==> src/rtl/mips_pkg.sv <==
// Shared encodings for the code-memory loader: FSM states and instruction width.
package mips_pkg;

    localparam int INSTR_WIDTH = 32;

    typedef enum logic [2:0] {
        IDLE = 3'd0,
        HDR  = 3'd1,
        DATA = 3'd2,
        DONE = 3'd3,
        ERR  = 3'd4
    } state_t;

endpackage

==> src/rtl/imem_loader_if.sv <==
// Byte-stream input and code-memory write bus of the loader; no backpressure on either side.
interface imem_loader_if #(
  parameter int CODE_DIR_WIDTH = 4
);
  import mips_pkg::*;

  logic [7:0]                rx_data;
  logic                      rx_valid;
  logic                      wr_en;
  logic [CODE_DIR_WIDTH-1:0] wr_addr;
  logic [INSTR_WIDTH-1:0]    wr_data;

  modport master (input rx_data, rx_valid, output wr_en, wr_addr, wr_data);
  modport slave  (output rx_data, rx_valid, input wr_en, wr_addr, wr_data);
endinterface

==> src/rtl/imem_word_packer.sv <==
// Big-endian byte-to-word packer; word/word_ready are combinational on the 4th byte.
// Latency 0 (caller registers the write); no backpressure, every strobed byte is consumed.
module imem_word_packer
  import mips_pkg::*;
(
  input  logic                   clk,
  input  logic                   rst,
  input  logic                   clr,
  input  logic                   byte_vld,
  input  logic [7:0]             byte_dat,
  output logic [INSTR_WIDTH-1:0] word,
  output logic                   word_ready
);
  logic [INSTR_WIDTH-9:0] shreg;
  logic [1:0]             cnt;

  always_ff @(posedge clk or posedge rst) begin
    if (rst) begin
      shreg <= '0;
      cnt   <= 2'd0;
    end else if (clr) begin
      shreg <= '0;
      cnt   <= 2'd0;
    end else if (byte_vld) begin
      shreg <= {shreg[INSTR_WIDTH-17:0], byte_dat};
      cnt   <= cnt + 2'd1;
    end
  end

  // The first byte of a word ends up in bits 31:24.
  assign word       = {shreg, byte_dat};
  assign word_ready = byte_vld && (cnt == 2'd3);
endmodule

==> src/rtl/imem_loader.sv <==
// Loads a length-prefixed big-endian image into code memory, holding the CPU in reset meanwhile.
// wr_en one cycle after each 4th byte; no backpressure, an inter-byte timeout aborts the load.
module imem_loader
  import mips_pkg::*;
#(
  parameter int CODE_DIR_WIDTH = 4,
  parameter int CODE_DEPTH     = 16,
  parameter int TO_WIDTH       = 16,
  parameter int TIMEOUT        = 50000
) (
  input  logic                    clk,
  input  logic                    rst,
  input  logic                    start,
  imem_loader_if.master           bus,
  output logic                    cpu_rst,
  output logic                    busy,
  output logic                    done,
  output logic                    err,
  output logic [CODE_DIR_WIDTH:0] words_loaded
);
  state_t                  state;
  logic [CODE_DIR_WIDTH:0] n_words;
  logic [TO_WIDTH-1:0]     to_cnt;
  logic [INSTR_WIDTH-1:0]  word;
  logic                    word_ready;
  logic                    start_ok;
  logic                    byte_vld;
  logic                    last_written;
  logic                    timed_out;
  logic                    bad_hdr;

  assign start_ok     = start && (state == IDLE || state == DONE || state == ERR);
  assign last_written = bus.wr_en && (words_loaded == n_words);
  // Once all N words are written, trailing bytes must not feed the packer.
  assign byte_vld     = bus.rx_valid && (state == DATA) && (words_loaded != n_words);
  assign timed_out    = !bus.rx_valid && (to_cnt == TO_WIDTH'(TIMEOUT - 1));
  assign bad_hdr      = (bus.rx_data == 8'd0) || (int'(bus.rx_data) > CODE_DEPTH);

  imem_word_packer u_packer (
    .clk        (clk),
    .rst        (rst),
    .clr        (start_ok),
    .byte_vld   (byte_vld),
    .byte_dat   (bus.rx_data),
    .word       (word),
    .word_ready (word_ready)
  );

  always_ff @(posedge clk or posedge rst) begin
    if (rst) begin
      state        <= IDLE;
      bus.wr_en    <= 1'b0;
      bus.wr_addr  <= '0;
      bus.wr_data  <= '0;
      cpu_rst      <= 1'b1;
      busy         <= 1'b0;
      done         <= 1'b0;
      err          <= 1'b0;
      words_loaded <= '0;
      n_words      <= '0;
      to_cnt       <= '0;
    end else begin
      bus.wr_en <= 1'b0;
      case (state)
        IDLE, DONE, ERR: begin
          if (start) begin
            state        <= HDR;
            busy         <= 1'b1;
            cpu_rst      <= 1'b1;
            done         <= 1'b0;
            err          <= 1'b0;
            words_loaded <= '0;
            to_cnt       <= '0;
            bus.wr_addr  <= '0;
          end else if (state == IDLE) begin
            cpu_rst <= 1'b0;
          end
        end
        HDR: begin
          if (bus.rx_valid) begin
            to_cnt <= '0;
            if (bad_hdr) begin
              state <= ERR;
              err   <= 1'b1;
              busy  <= 1'b0;
            end else begin
              n_words <= bus.rx_data[CODE_DIR_WIDTH:0];
              state   <= DATA;
            end
          end else if (timed_out) begin
            state <= ERR;
            err   <= 1'b1;
            busy  <= 1'b0;
          end else begin
            to_cnt <= to_cnt + 1'b1;
          end
        end
        DATA: begin
          if (last_written) begin
            state   <= DONE;
            done    <= 1'b1;
            busy    <= 1'b0;
            cpu_rst <= 1'b0;
          end else if (timed_out) begin
            state <= ERR;
            err   <= 1'b1;
            busy  <= 1'b0;
          end else begin
            to_cnt <= bus.rx_valid ? '0 : to_cnt + 1'b1;
            if (word_ready) begin
              bus.wr_en    <= 1'b1;
              bus.wr_data  <= word;
              bus.wr_addr  <= words_loaded[CODE_DIR_WIDTH-1:0];
              words_loaded <= words_loaded + 1'b1;
            end
          end
        end
        default: state <= IDLE;
      endcase
    end
  end
endmodule

==> src/flat_wrapper.sv <==
// flat-port wrapper written by rule: the top's interface ports become plain ports
module imem_loader_flat import mips_pkg::*;
#(
  parameter int CODE_DIR_WIDTH = 4,
  parameter int CODE_DEPTH     = 16,
  parameter int TO_WIDTH       = 16,
  parameter int TIMEOUT        = 50000
)
  (clk, rst, start, cpu_rst, busy, done, err, words_loaded, bus_rx_data, bus_rx_valid, bus_wr_en, bus_wr_addr, bus_wr_data);
  imem_loader_if #(.CODE_DIR_WIDTH(CODE_DIR_WIDTH)) bus_i ();
  input  logic clk;
  input  logic rst;
  input  logic start;
  output logic cpu_rst;
  output logic busy;
  output logic done;
  output logic err;
  output logic [CODE_DIR_WIDTH:0] words_loaded;
  input wire logic [$bits(bus_i.rx_data)-1:0] bus_rx_data;
  input wire logic [$bits(bus_i.rx_valid)-1:0] bus_rx_valid;
  output wire logic [$bits(bus_i.wr_en)-1:0] bus_wr_en;
  output wire logic [$bits(bus_i.wr_addr)-1:0] bus_wr_addr;
  output wire logic [$bits(bus_i.wr_data)-1:0] bus_wr_data;
  assign bus_i.rx_data = bus_rx_data;
  assign bus_i.rx_valid = bus_rx_valid;
  assign bus_wr_en = bus_i.wr_en;
  assign bus_wr_addr = bus_i.wr_addr;
  assign bus_wr_data = bus_i.wr_data;
  imem_loader #(.CODE_DIR_WIDTH(CODE_DIR_WIDTH), .CODE_DEPTH(CODE_DEPTH), .TO_WIDTH(TO_WIDTH), .TIMEOUT(TIMEOUT)) u_core (.clk(clk), .rst(rst), .start(start), .bus(bus_i), .cpu_rst(cpu_rst), .busy(busy), .done(done), .err(err), .words_loaded(words_loaded));
endmodule
==> config.mk <==
export PLATFORM = sky130hd
export DESIGN_NAME = imem_loader_flat
export DESIGN_NICKNAME = d
export VERILOG_FILES = /design/src/rtl/mips_pkg.sv /design/src/rtl/imem_loader_if.sv /design/src/rtl/imem_word_packer.sv /design/src/rtl/imem_loader.sv /design/src/flat_wrapper.sv
export SDC_FILE = /design/constraint.sdc
export NUM_CORES = 1
export LEC_CHECK = 0
export BUFFER_PORTS_ARGS = -buffer_cell sky130_fd_sc_hd__buf_4
export CORE_MARGIN = 2
export CORE_UTILIZATION = 50
export CTS_CLUSTER_SIZE = 10
export DETAILED_ROUTE_END_ITERATION = 12
export PLACE_DENSITY_LB_ADDON = 0.25
export SYNTH_ARGS = -nofsm -noshare
export SYNTH_HDL_FRONTEND = slang
export SYNTH_SLANG_ARGS = --single-unit
export TNS_END_PERCENT = 5
==> constraint.sdc <==
create_clock -name clk -period 5.3 [get_ports clk]
set_input_delay 0.53 -clock clk [delete_from_list [all_inputs] [get_ports clk]]
set_output_delay 0.53 -clock clk [all_outputs]
set_load 0.03 [all_outputs]
==> reports/metrics.yaml <==
status: "complete, no violations"
final_cell_mix: "nand2_1 (99), dfrtp_1 (95), buf_4 (58)"
min_period_ns: 2.65
final.setup.tns_ns: 0
critPathLaunchType: "flip-flop"
yosys.area.top_type_share_pct: 52.3
synth_mux_area_share_pct: 7.40
grt_max_degree: 52
p_leak_nw: 2.49
grt_use_total_pct: 20.4
ys_seq_area_share_pct: 52.8
finalWirelength_um: 9420
grt_overflow: 0
cts_root_buffer: "clkbuf_8"
synth_area_um2: 4550
syn2layout_area_growth_pct: 14.0
wire_per_inst_um: 15.9
ios: 58
grt_pass1_wl_um: 16100
via_count: 3345
clk-insertion-delay-late_ns: 0.37
max_cap_viol_count: 0
worstSetupPathType: "flip-flop to flip-flop"
yosys_warnings: 0
hold_buffers: 0
nNetsFinal: 494
first_global_vias: 3133
hpwl_um: 6450
layout.cells.non_filler: 592
floorplan.die_area_um2: 9880
worst_slew_pin_slew_ns: 1.25
avgSynthCellArea_um2: 10.6
cts_setup_buffers: 0
fin_ws_ns: 2.65
yosys.area_share.simple_pct: 18.3
rows: 34
pwr_density_cell_nw_per_um2: 384
r2r-end: "u_core.err"
cts_sinks: 96
max_freq_ghz: 0.377
core_um2: 8760
setup_viol: 0
slew_headroom_pct: 16.6
critPathCaptureType: "flip-flop"
clk_pin_slew_ns: 0.10
ir_drop_v: 0.000207
synth_fa_ha_area_share_pct: 0.825
die_w_um: 99.4
holdWs_ns: 0.228
crit_fanout: 36
r2r_cells: 5
ys_types: 59
cts_resized: 0
r2r_start: "u_core.state[1]"
numCtsBuffers: 9
hold_violations: 0
layout.cells.most_common: "nand2_1"
fillerInstances: 747
antenna_found_initial: 0
yosysTopAreaCell: "dfrtp_1"
synthXorXnorAreaFrac_pct: 1.76
synth_top_family_by_area: "simple AND/OR/NAND/NOR gates"
initial_core_util_pct: 51.9
antennaDiodeCount: 0
drt_iter0_drc: 270
ys_seq_elements: 96
htreeDepth: 3
gp_congestion: 0.801
drive_gt1_share_pct: 26.7
fin_util_pct: 59.2
vias_per_cell: 5.65
cts_max_path_buffers: 2
dr.pass1.iters: 4
postSynthCellCount: 431
period_share_pct: 50.0
synthTopCellsByArea: "dfrtp_1 (52%), nand2_1 (8.2%), mux2_2 (6.4%)"
rsz0062_at_grt: "false"
fp.dieH_um: 99.4
synth_compound_area_share_pct: 15.1
reg2reg_slack_ns: 2.65
drt.antenna.violating_nets: 0
dp_slack_ns: 2.70
syn-num-nets: 446
worstPathArrival_ns: 2.92
fin_skew_ns: 0.0102
dp.cells: 576
hp-class: "primary input to async pin"
io_buffers: 57
drc_errors: 0
required_ns: 5.56
slew_viol_final: 0
tritoncts: "yes"
-- worst max path at each step --
| stage | from | to | slack [ns] | cells after the start |
|---|---|---|---|---|
| after floorplan | rst | u_core.bus.wr_addr[0] | 2.27 | 1 |
| after global placement | u_core.state[0] | u_core.err | 2.78 | 5 |
| after detailed placement | u_core.state[0] | u_core.err | 2.70 | 5 |
| after CTS | u_core.words_loaded[1] | u_core.bus.wr_data[11] | 2.65 | 5 |
| after global routing | u_core.state[0] | u_core.err | 2.42 | 5 |
| final | u_core.state[1] | u_core.err | 2.65 | 5 |
-- flip-flops by register name, indices dropped and copies added, names as in the netlist --
register and flops:
u_core.bus.wr_addr 4, u_core.bus.wr_data 32, u_core.bus.wr_en 1, u_core.busy 1, u_core.cpu_rst 1, u_core.done 1, u_core.err 1, u_core.n_words 5
u_core.state 3, u_core.to_cnt 16, u_core.u_packer.cnt 2, u_core.u_packer.shreg 24, u_core.words_loaded 5
-- worst max-delay path, cell delays in order (launching register included) --
cell	delay, ns
dfrtp_1	0.54
nor2b_1	0.24
a21o_1	0.20
nand2_1	0.89
inv_1	0.26
o41ai_2	0.40
-- power breakdown --
group          leakage [nW]  internal [mW]  switching, mW
Sequential             1.32          0.825          0.105
Clock                0.0984          0.181          0.278
Combinational          1.07          0.213          0.388
-- through the flow --
stage,power [mW],instance area [um2]
2_1_floorplan,1.42,4550
3_3_place_gp,1.53,4990
3_5_place_dp,1.55,4990
4_1_cts,2.01,5180
5_1_grt,2.12,5180
6_report,1.99,5180
-- layer usage --
metal / part of all wire (%) / vias to the layer above / global-route usage, %
met4: 0.86 / 0 / 6.01
met5: 0 / - / 0
met2: 47 / 82 / 30.1
met1: 47 / 1629 / 30.2
met3: 5.7 / 8 / 4.78
li1: - / 1626 / -
-- cell type report --
type	count	area, um2	share of cell area [%]
sequential	96	2400	46.4
inverter	10	40.0	0.772
multi-input combinational	304	1980	38.2
tap	108	135	2.61
timing repair buffer	58	435	8.40
clock inverter	7	67.6	1.30
clock buffer	9	124	2.39
-- synthesized netlist by cell type (all sizes together) --
cell	count
a41oi	1
o22a	8
a211o	1
o221a	1
mux2	29
o221ai	1
o311ai	2
a2bb2oi	1
and2	3
nor4	7
buf	10
o21ai	43
nand2b	1
nor2	12
a31oi	4
o31ai	15
and3	6
nor2b	2
dfrtp	95
o21bai	1
nand4	3
a21oi	8
xnor2	6
and4	2
dfstp	1
xor2	1
o41ai	2
or2	2
nand3	23
ha	3
nor4b	2
nor3	4
and3b	1
inv	10
a21o	3
nand2	99
mux2i	1
a221o	1
clkbuf	11
nor3b	5
-- cells by family after synthesis --
| logic type | after synthesis |
|---|---|
| compound gates | 92 |
| xor+xnor | 7 |
| fa+ha+maj | 3 |
| buf+inv | 31 |
| flops | 96 |
| mux | 30 |
| simple gates | 172 |
Note: power is estimated with default switching activity, not from simulation.
